**src/rtl/brick_pkg.sv**
```systemverilog
// Shared types and colour map for the Breakout brick field.
package brick_pkg;

    typedef enum logic [2:0] {
        ST_INIT,
        ST_FULL_DRAW,
        ST_IDLE,
        ST_CHECK,
        ST_REDRAW
    } state_t;

    typedef logic [2:0] colour_t;

    localparam colour_t COL_BG   = 3'b111;
    localparam colour_t COL_H1   = 3'b110;
    localparam colour_t COL_H2   = 3'b010;
    localparam colour_t COL_H3   = 3'b001;
    localparam colour_t COL_H4   = 3'b100;
    localparam colour_t COL_HIGH = 3'b101;

    // Dead bricks are painted in the background colour so a redraw erases them.
    function automatic colour_t health_colour(input logic [2:0] h);
        case (h)
            3'd0:    return COL_BG;
            3'd1:    return COL_H1;
            3'd2:    return COL_H2;
            3'd3:    return COL_H3;
            3'd4:    return COL_H4;
            default: return COL_HIGH;
        endcase
    endfunction

endpackage

```
**src/rtl/brick_field_if.sv**
```systemverilog
// Pixel stream from the brick field to the VGA plotter (valid/ready).
interface brick_field_if #(
    parameter int COORD_W = 8
);
    import brick_pkg::*;

    logic               PLOT;
    logic               DRAW_READY;
    logic [COORD_W-1:0] XOUT;
    logic [COORD_W-1:0] YOUT;
    colour_t            COLOUR;

    modport master (output PLOT, XOUT, YOUT, COLOUR, input DRAW_READY);
    modport slave  (input PLOT, XOUT, YOUT, COLOUR, output DRAW_READY);

endinterface

```
**src/rtl/brick_pixel_scan.sv**
```systemverilog
// Row-major pixel walker over one brick; advances only on an accepted pixel.
module brick_pixel_scan #(
    parameter  int BRICK_W = 16,
    parameter  int BRICK_H = 8,
    localparam int PX_W    = (BRICK_W > 1) ? $clog2(BRICK_W) : 1,
    localparam int PY_W    = (BRICK_H > 1) ? $clog2(BRICK_H) : 1
) (
    input  logic            CLOCK_50,
    input  logic            RESETN,
    input  logic            i_clear,
    input  logic            i_advance,
    output logic [PX_W-1:0] o_px,
    output logic [PY_W-1:0] o_py,
    output logic            o_last
);

    logic [PX_W-1:0] r_px;
    logic [PY_W-1:0] r_py;
    logic            w_px_end;
    logic            w_py_end;

    assign w_px_end = (r_px == PX_W'(BRICK_W - 1));
    assign w_py_end = (r_py == PY_W'(BRICK_H - 1));

    always_ff @(posedge CLOCK_50 or negedge RESETN) begin
        if (!RESETN) begin
            r_px <= '0;
            r_py <= '0;
        end else if (i_clear) begin
            r_px <= '0;
            r_py <= '0;
        end else if (i_advance) begin
            if (w_px_end) begin
                r_px <= '0;
                r_py <= w_py_end ? '0 : r_py + PY_W'(1);
            end else begin
                r_px <= r_px + PX_W'(1);
            end
        end
    end

    assign o_px   = r_px;
    assign o_py   = r_py;
    assign o_last = w_px_end && w_py_end;

endmodule

```
**src/rtl/brick_field.sv**
```systemverilog
// Parametrised Breakout brick field: health store, sequential hit search and
// pixel streaming of full-field and single-brick redraws.
module brick_field
    import brick_pkg::*;
#(
    parameter  int COLS       = 8,
    parameter  int ROWS       = 4,
    parameter  int BRICK_W    = 16,
    parameter  int BRICK_H    = 8,
    parameter  int PITCH_X    = 20,
    parameter  int PITCH_Y    = 12,
    parameter  int ANCHOR_X   = 2,
    parameter  int ANCHOR_Y   = 4,
    parameter  int MAX_HEALTH = 4,
    parameter  int COORD_W    = 8,
    localparam int N          = ROWS * COLS,
    localparam int BL_W       = $clog2(N + 1)
) (
    input  logic               CLOCK_50,
    input  logic               RESETN,
    input  logic               LEVEL_LOAD,
    input  logic [COORD_W-1:0] BALL_X,
    input  logic [COORD_W-1:0] BALL_Y,
    input  logic               HIT_REQ,
    output logic               BUSY,
    output logic               HIT_DONE,
    output logic               HIT,
    brick_field_if.master      draw,
    output logic [BL_W-1:0]    BRICKS_LEFT,
    output logic               LEVEL_CLEAR
);

    localparam int COL_W = (COLS > 1) ? $clog2(COLS) : 1;
    localparam int ROW_W = (ROWS > 1) ? $clog2(ROWS) : 1;
    localparam int IDX_W = (N > 1) ? $clog2(N) : 1;
    localparam int PX_W  = (BRICK_W > 1) ? $clog2(BRICK_W) : 1;
    localparam int PY_W  = (BRICK_H > 1) ? $clog2(BRICK_H) : 1;

    state_t             r_state, w_next;
    logic [COL_W-1:0]   r_col, w_col_step;
    logic [ROW_W-1:0]   r_row, w_row_step;
    logic [2:0]         r_health [N];
    logic [COORD_W-1:0] r_qx, r_qy;
    logic [BL_W-1:0]    r_left;
    logic               r_clear, r_hit_done, r_hit;

    logic [IDX_W-1:0]   w_idx;
    logic [2:0]         w_cur_h;
    logic [31:0]        w_bx, w_by;
    logic [PX_W-1:0]    w_px;
    logic [PY_W-1:0]    w_py;
    logic               w_last_px, w_last_brick, w_plot, w_accept, w_match;

    brick_pixel_scan #(
        .BRICK_W (BRICK_W),
        .BRICK_H (BRICK_H)
    ) u_scan (
        .CLOCK_50  (CLOCK_50),
        .RESETN    (RESETN),
        .i_clear   (r_state == ST_INIT),
        .i_advance (w_accept),
        .o_px      (w_px),
        .o_py      (w_py),
        .o_last    (w_last_px)
    );

    assign w_idx        = IDX_W'(32'(r_row) * 32'(COLS) + 32'(r_col));
    assign w_cur_h      = r_health[w_idx];
    assign w_bx         = ANCHOR_X + PITCH_X * 32'(r_col);
    assign w_by         = ANCHOR_Y + PITCH_Y * 32'(r_row);
    assign w_last_brick = (r_col == COL_W'(COLS - 1)) && (r_row == ROW_W'(ROWS - 1));
    assign w_accept     = w_plot && draw.DRAW_READY;
    assign w_col_step   = (r_col == COL_W'(COLS - 1)) ? '0 : r_col + COL_W'(1);
    assign w_row_step   = (r_col == COL_W'(COLS - 1)) ? r_row + ROW_W'(1) : r_row;

    assign w_match = (r_state == ST_CHECK) && (w_cur_h != '0)
                  && (32'(r_qx) >= w_bx) && (32'(r_qx) < w_bx + 32'(BRICK_W))
                  && (32'(r_qy) >= w_by) && (32'(r_qy) < w_by + 32'(BRICK_H));

    always_ff @(posedge CLOCK_50 or negedge RESETN) begin
        if (!RESETN) r_state <= ST_INIT;
        else         r_state <= w_next;
    end

    always_comb begin
        w_next = r_state;
        BUSY   = (r_state != ST_IDLE);
        w_plot = (r_state == ST_FULL_DRAW) || (r_state == ST_REDRAW);
        if (LEVEL_LOAD) begin
            w_next = ST_INIT;
        end else begin
            case (r_state)
                ST_INIT:      w_next = ST_FULL_DRAW;
                ST_FULL_DRAW: if (w_accept && w_last_px && w_last_brick) w_next = ST_IDLE;
                ST_IDLE:      if (HIT_REQ) w_next = ST_CHECK;
                ST_CHECK: begin
                    if (w_match)           w_next = ST_REDRAW;
                    else if (w_last_brick) w_next = ST_IDLE;
                end
                ST_REDRAW:    if (w_accept && w_last_px) w_next = ST_IDLE;
                default:      w_next = ST_INIT;
            endcase
        end
    end

    always_ff @(posedge CLOCK_50 or negedge RESETN) begin
        if (!RESETN) begin
            for (int unsigned i = 0; i < N; i++) r_health[i] <= '0;
            r_col      <= '0;
            r_row      <= '0;
            r_qx       <= '0;
            r_qy       <= '0;
            r_left     <= '0;
            r_clear    <= 1'b0;
            r_hit_done <= 1'b0;
            r_hit      <= 1'b0;
        end else begin
            r_hit_done <= 1'b0;
            r_hit      <= 1'b0;
            if (LEVEL_LOAD) begin
                r_col <= '0;
                r_row <= '0;
            end else begin
                case (r_state)
                    ST_INIT: begin
                        for (int unsigned i = 0; i < N; i++)
                            r_health[i] <= 3'(MAX_HEALTH - (i / COLS) % MAX_HEALTH);
                        r_left  <= BL_W'(N);
                        r_clear <= 1'b0;
                        r_col   <= '0;
                        r_row   <= '0;
                    end
                    ST_FULL_DRAW: begin
                        if (w_accept && w_last_px && !w_last_brick) begin
                            r_col <= w_col_step;
                            r_row <= w_row_step;
                        end
                    end
                    ST_IDLE: begin
                        if (HIT_REQ) begin
                            r_qx  <= BALL_X;
                            r_qy  <= BALL_Y;
                            r_col <= '0;
                            r_row <= '0;
                        end
                    end
                    ST_CHECK: begin
                        // On a hit the brick position is kept so REDRAW paints that brick.
                        if (w_match) begin
                            r_health[w_idx] <= w_cur_h - 3'(1);
                            if (w_cur_h == 3'(1)) begin
                                r_left <= r_left - BL_W'(1);
                                if (r_left == BL_W'(1)) r_clear <= 1'b1;
                            end
                            r_hit_done <= 1'b1;
                            r_hit      <= 1'b1;
                        end else if (w_last_brick) begin
                            r_hit_done <= 1'b1;
                            r_col      <= '0;
                            r_row      <= '0;
                        end else begin
                            r_col <= w_col_step;
                            r_row <= w_row_step;
                        end
                    end
                    default: ;
                endcase
            end
        end
    end

    always_comb begin
        draw.PLOT   = w_plot;
        draw.XOUT   = '0;
        draw.YOUT   = '0;
        draw.COLOUR = '0;
        if (w_plot) begin
            draw.XOUT   = COORD_W'(w_bx + 32'(w_px));
            draw.YOUT   = COORD_W'(w_by + 32'(w_py));
            draw.COLOUR = health_colour(w_cur_h);
        end
    end

    assign HIT_DONE    = r_hit_done;
    assign HIT         = r_hit;
    assign BRICKS_LEFT = r_left;
    assign LEVEL_CLEAR = r_clear;

endmodule

```
**src/flat_wrapper.sv**
```systemverilog
// flat-port wrapper written by rule: the top's interface ports become plain ports
module brick_field_flat import brick_pkg::*;
#(
    parameter  int COLS       = 8,
    parameter  int ROWS       = 4,
    parameter  int BRICK_W    = 16,
    parameter  int BRICK_H    = 8,
    parameter  int PITCH_X    = 20,
    parameter  int PITCH_Y    = 12,
    parameter  int ANCHOR_X   = 2,
    parameter  int ANCHOR_Y   = 4,
    parameter  int MAX_HEALTH = 4,
    parameter  int COORD_W    = 8,
    localparam int N          = ROWS * COLS,
    localparam int BL_W       = $clog2(N + 1)
)
  (CLOCK_50, RESETN, LEVEL_LOAD, BALL_X, BALL_Y, HIT_REQ, BUSY, HIT_DONE, HIT, BRICKS_LEFT, LEVEL_CLEAR, draw_PLOT, draw_XOUT, draw_YOUT, draw_COLOUR, draw_DRAW_READY);
  brick_field_if #(.COORD_W(COORD_W)) draw_i ();
  input  logic CLOCK_50;
  input  logic RESETN;
  input  logic LEVEL_LOAD;
  input  logic [COORD_W-1:0] BALL_X;
  input  logic [COORD_W-1:0] BALL_Y;
  input  logic HIT_REQ;
  output logic BUSY;
  output logic HIT_DONE;
  output logic HIT;
  output logic [BL_W-1:0] BRICKS_LEFT;
  output logic LEVEL_CLEAR;
  output wire logic [$bits(draw_i.PLOT)-1:0] draw_PLOT;
  output wire logic [$bits(draw_i.XOUT)-1:0] draw_XOUT;
  output wire logic [$bits(draw_i.YOUT)-1:0] draw_YOUT;
  output wire logic [$bits(draw_i.COLOUR)-1:0] draw_COLOUR;
  input wire logic [$bits(draw_i.DRAW_READY)-1:0] draw_DRAW_READY;
  assign draw_PLOT = draw_i.PLOT;
  assign draw_XOUT = draw_i.XOUT;
  assign draw_YOUT = draw_i.YOUT;
  assign draw_COLOUR = draw_i.COLOUR;
  assign draw_i.DRAW_READY = draw_DRAW_READY;
  brick_field #(.COLS(COLS), .ROWS(ROWS), .BRICK_W(BRICK_W), .BRICK_H(BRICK_H), .PITCH_X(PITCH_X), .PITCH_Y(PITCH_Y), .ANCHOR_X(ANCHOR_X), .ANCHOR_Y(ANCHOR_Y), .MAX_HEALTH(MAX_HEALTH), .COORD_W(COORD_W)) u_core (.CLOCK_50(CLOCK_50), .RESETN(RESETN), .LEVEL_LOAD(LEVEL_LOAD), .BALL_X(BALL_X), .BALL_Y(BALL_Y), .HIT_REQ(HIT_REQ), .BUSY(BUSY), .HIT_DONE(HIT_DONE), .HIT(HIT), .draw(draw_i), .BRICKS_LEFT(BRICKS_LEFT), .LEVEL_CLEAR(LEVEL_CLEAR));
endmodule
```
**config.mk**
```make
export PLATFORM = sky130hd
export DESIGN_NAME = brick_field_flat
export DESIGN_NICKNAME = d
export VERILOG_FILES = /design/src/rtl/brick_pkg.sv /design/src/rtl/brick_field_if.sv /design/src/rtl/brick_pixel_scan.sv /design/src/rtl/brick_field.sv /design/src/flat_wrapper.sv
export SDC_FILE = /design/constraint.sdc
export NUM_CORES = 1
export LEC_CHECK = 0
export ABC_AREA = 1
export ABC_CLOCK_PERIOD_IN_PS = 4500
export BUFFER_PORTS_ARGS = -buffer_cell sky130_fd_sc_hd__buf_2
export CAP_MARGIN = 25
export CELL_PAD_IN_SITES_DETAIL_PLACEMENT = 1
export CELL_PAD_IN_SITES_GLOBAL_PLACEMENT = 1
export CORE_ASPECT_RATIO = 1.2
export CORE_MARGIN = 2
export CORE_UTILIZATION = 40
export DETAILED_ROUTE_END_ITERATION = 16
export HOLD_SLACK_MARGIN = 0.08
export MAX_ROUTING_LAYER = met4
export PLACE_DENSITY_LB_ADDON = 0.1
export SLEW_MARGIN = 10
export SYNTH_ARGS = -nofsm -noshare
export SYNTH_HDL_FRONTEND = slang
export SYNTH_SLANG_ARGS = --single-unit
```
**constraint.sdc**
```tcl
create_clock -name CLOCK_50 -period 4.5 [get_ports CLOCK_50]
set_clock_uncertainty 0.1 [all_clocks]
set_input_delay 0 -clock CLOCK_50 [delete_from_list [all_inputs] [get_ports CLOCK_50]]
set_output_delay 0 -clock CLOCK_50 [all_outputs]
set_load 0.05 [all_outputs]
```
==> metrics.txt <==
status=complete, no violations; total negative slack=0 ps; cell-by-cell listing of the critical path=inv_2 -> buf_4 -> o21ai_0 -> o221ai_1 -> nand3_1 -> nand2_1 -> inv_1 -> o21ai_0 -> inv_1 -> ha_1 -> ha_1 -> nor2_1 -> nand3_1 -> a21oi_2 -> nand4_2 -> nand2_2 -> nand2_4 -> nor2_8 -> nand2_2 -> o21ai_0; hpwl dp=approximately 18000 um; Post-Syn Nets=1165; Area contributors post-synth=dfrtp_1 (41%), nand2_1 (12%), ha_1 (7.1%); Yosys cell types=40; crit end category=register; DR iter-0 viols=between 300 and 400; Synth Register Bits=between 100 and 150; mapped cell area=about 8300 sq um; first-pass GRT wire length=roughly 42000 um; worst hold path class=input pin to register; worst reg2reg setup slack=approximately 340 ps; Worst R2R Start=u_core.r_col[0]$_DFFE_PN0P_; antenna violations before repair=0; Pwr Total=5.70 mW; via count=7570; Worst-Margin Slew=between 800 and 900 ps; Worst R2R Path Depth=20; Synth area leader=dfrtp_1; core area=between 20000 and 25000 sq um; Power Dens Cells=~590 nW/um^2; maximum VDD drop=just over 0.3 mV; final period utilization=0.925; total gr overflow=0; crit path launch=u_core.r_col[0]$_DFFE_PN0P_; port bufs=between 40 and 50; Critical Path Max Stage Delay=roughly 430 ps; Final min period=approximately 4200 ps; worst hold endpoint=u_core.r_qx[1]$_DFFE_PN0P_; critical path's most frequent cell=o21ai_0; top_reg_cell synth=dfrtp_1; slowest CP cell=dfrtp_2; Req. time, crit path=between 4000 and 5000 ps; slew margin rel.=0.407; top post-synthesis cells by count=nand2_1 (259), dfrtp_1 (135), inv_1 (131); ys async rst share=1.00; Post-synth EDFFs=0; kind of critical path=register to register; CTS tree=yes; initial core utilization=0.409; max-cap violations=0; Hold Startpoint=BALL_X[1]; clk buf depth=2; CTS Sinks=approximately 140; DRT antenna net count=0; Routed WL=~26000 um; Die ar.=roughly 22000 sq um; Post-CTS Setup Bufs=0; Ys Warns=0; RSZ-0062 raised after global routing=no; hold path cells=3; Slew Viols, Final=0; Fmax=0.240 GHz; largest net degree at the start of global routing=approximately 100; Avg Cell Area, Syn=7.56 sq um; vias in the first global route=between 8000 and 9000; Seq/Total Area, Yosys=0.408; Clock Latency Late Sink=between 400 and 500 ps; clk slew on worst S/H paths=roughly 60 ps; setup violators final=0; share of the synthesized area in the top cell type=0.408; Syn-to-layout area delta=17.2%; CTS Buf Count=17; Layout Nets=between 1000 and 1500; Max H-tree Level=4; worst endpoint data arrival time=between 4000 and 5000 ps; reg-to-reg endpoint=u_core.r_health[13]$_DFFE_PN0P_; Rows=57; total track usage=0.256; crit path max fanout=15; ant diodes=0; most common cell in the netlist=nand2_1; # IOs=slightly above 50; routability cong.=about 0.8; Leak Pwr=4.58 nW; chip width=~140 um; Final Hold Fails=0; root buffer cell=clkbuf_16; post-synthesis cell count=about 1100; Die Height=about 160 um; DRC viols=0; share of cells above drive strength 1=0.142; DR pass1 iterations=4; post-DR wirelength/cell=about 18 um; Vias/cell=5.25; CP Launch Type=register
-- worst max-delay path: cells and delay by family, from the launching register on --
| kind | cells | cell delay (ps) |
|---|---|---|
| DFF | 1 | 430 |
| buffers and inverters | 4 | 610 |
| adders and majority gates | 2 | 460 |
| AOI/OAI and AO/OA | 5 | 960 |
| and+or+nand+nor | 9 | 1470 |
-- power by group --
part           total [mW]  switching [mW]  internal, mW
Sequential           1.64           0.176          1.46
Combinational        2.61            1.81         0.801
Clock                1.45           0.582         0.872
-- metal layers --
| metal | up-vias | track usage | part of all wire |
|---|---|---|---|
| li1 | 3715 | - | - |
| met1 | 3752 | 0.305 | 0.45 |
| met2 | 84 | 0.458 | 0.52 |
| met4 | 0 | 0.0535 | 0.012 |
| met5 | - | - | 0 |
| met3 | 19 | 0.0387 | 0.026 |
-- layout make-up --
class | instances | area [sq um]
fill | 2541 | 10500
multi-input combinational | 781 | 4170
sequential | 135 | 3380
timing repair buffer | 92 | 707
inverter | 138 | 518
clock buffer | 17 | 425
tap | 265 | 332
clock inverter | 15 | 175
-- sequential cells by signal, indices dropped and copies added, names as in the netlist --
register and count:
u_core.LEVEL_CLEAR 1, u_core.u_scan.o_py 3, u_core.u_scan.o_px 4, u_core.HIT_DONE 1, u_core.r_row 2, u_core.r_qy 8
u_core.r_health 96, u_core.r_qx 7, u_core.r_col 3, u_core.HIT 1, u_core.r_state 3, u_core.BRICKS_LEFT 6
-- cells by family after synthesis --
kind of cell	count (synthesis)	share of synthesized area
AND/OR/NAND/NOR	478	0.245
buffers and inverters	180	0.0892
flip-flops	135	0.408
adder cells (fa/ha/maj)	48	0.0734
multiplexers	14	0.0190
XOR/XNOR	5	0.00529
AO/OA/AOI/OAI	236	0.160
-- worst max path at each step --
stage	end	slack [ps]
6_report	u_core.r_health[13]$_DFFE_PN0P_	340
2_1_floorplan	u_core.r_health[47]$_DFFE_PN0P_	940
3_5_place_dp	u_core.r_health[32]$_DFFE_PN0P_	300
3_3_place_gp	u_core.r_health[44]$_DFFE_PN0P_	410
5_1_grt	u_core.r_health[24]$_DFFE_PN0P_	7
4_1_cts	u_core.r_health[32]$_DFFE_PN0P_	280
-- what timing repair did --
item                       4_1_cts  5_1_grt
resized for setup                0        1
hold endpoints to repair       124       43
setup endpoints to repair        0        6
hold buffers                    19        1
-- per-stage QoR --
step | utilization | hold slack, ps | area, sq um | cells | setup WS (ps)
after floorplan | - | -396 | 8290 | 1096 | 939
after global placement | 0.438 | 90.9 | 8880 | 1390 | 408
after detailed placement | 0.438 | 96.0 | 8880 | 1390 | 300
after CTS | 0.477 | 216 | 9670 | 1441 | 278
after global routing | 0.479 | 241 | 9710 | 1443 | 6.74
final | 0.479 | 239 | 9710 | 1443 | 337
-- cell usage in the layout, fill, tap and decap left out, drive strengths merged, types with 17 or more instances in the layout --
cell	instances
buf	72
clkbuf	17
nand3	82
inv	140
o21ai	162
nor2	92
a21oi	61
ha	47
dfrtp	135
nor3	26
dlygate4sd3	20
nand2	267
Note: power is estimated with default switching activity, not from simulation.
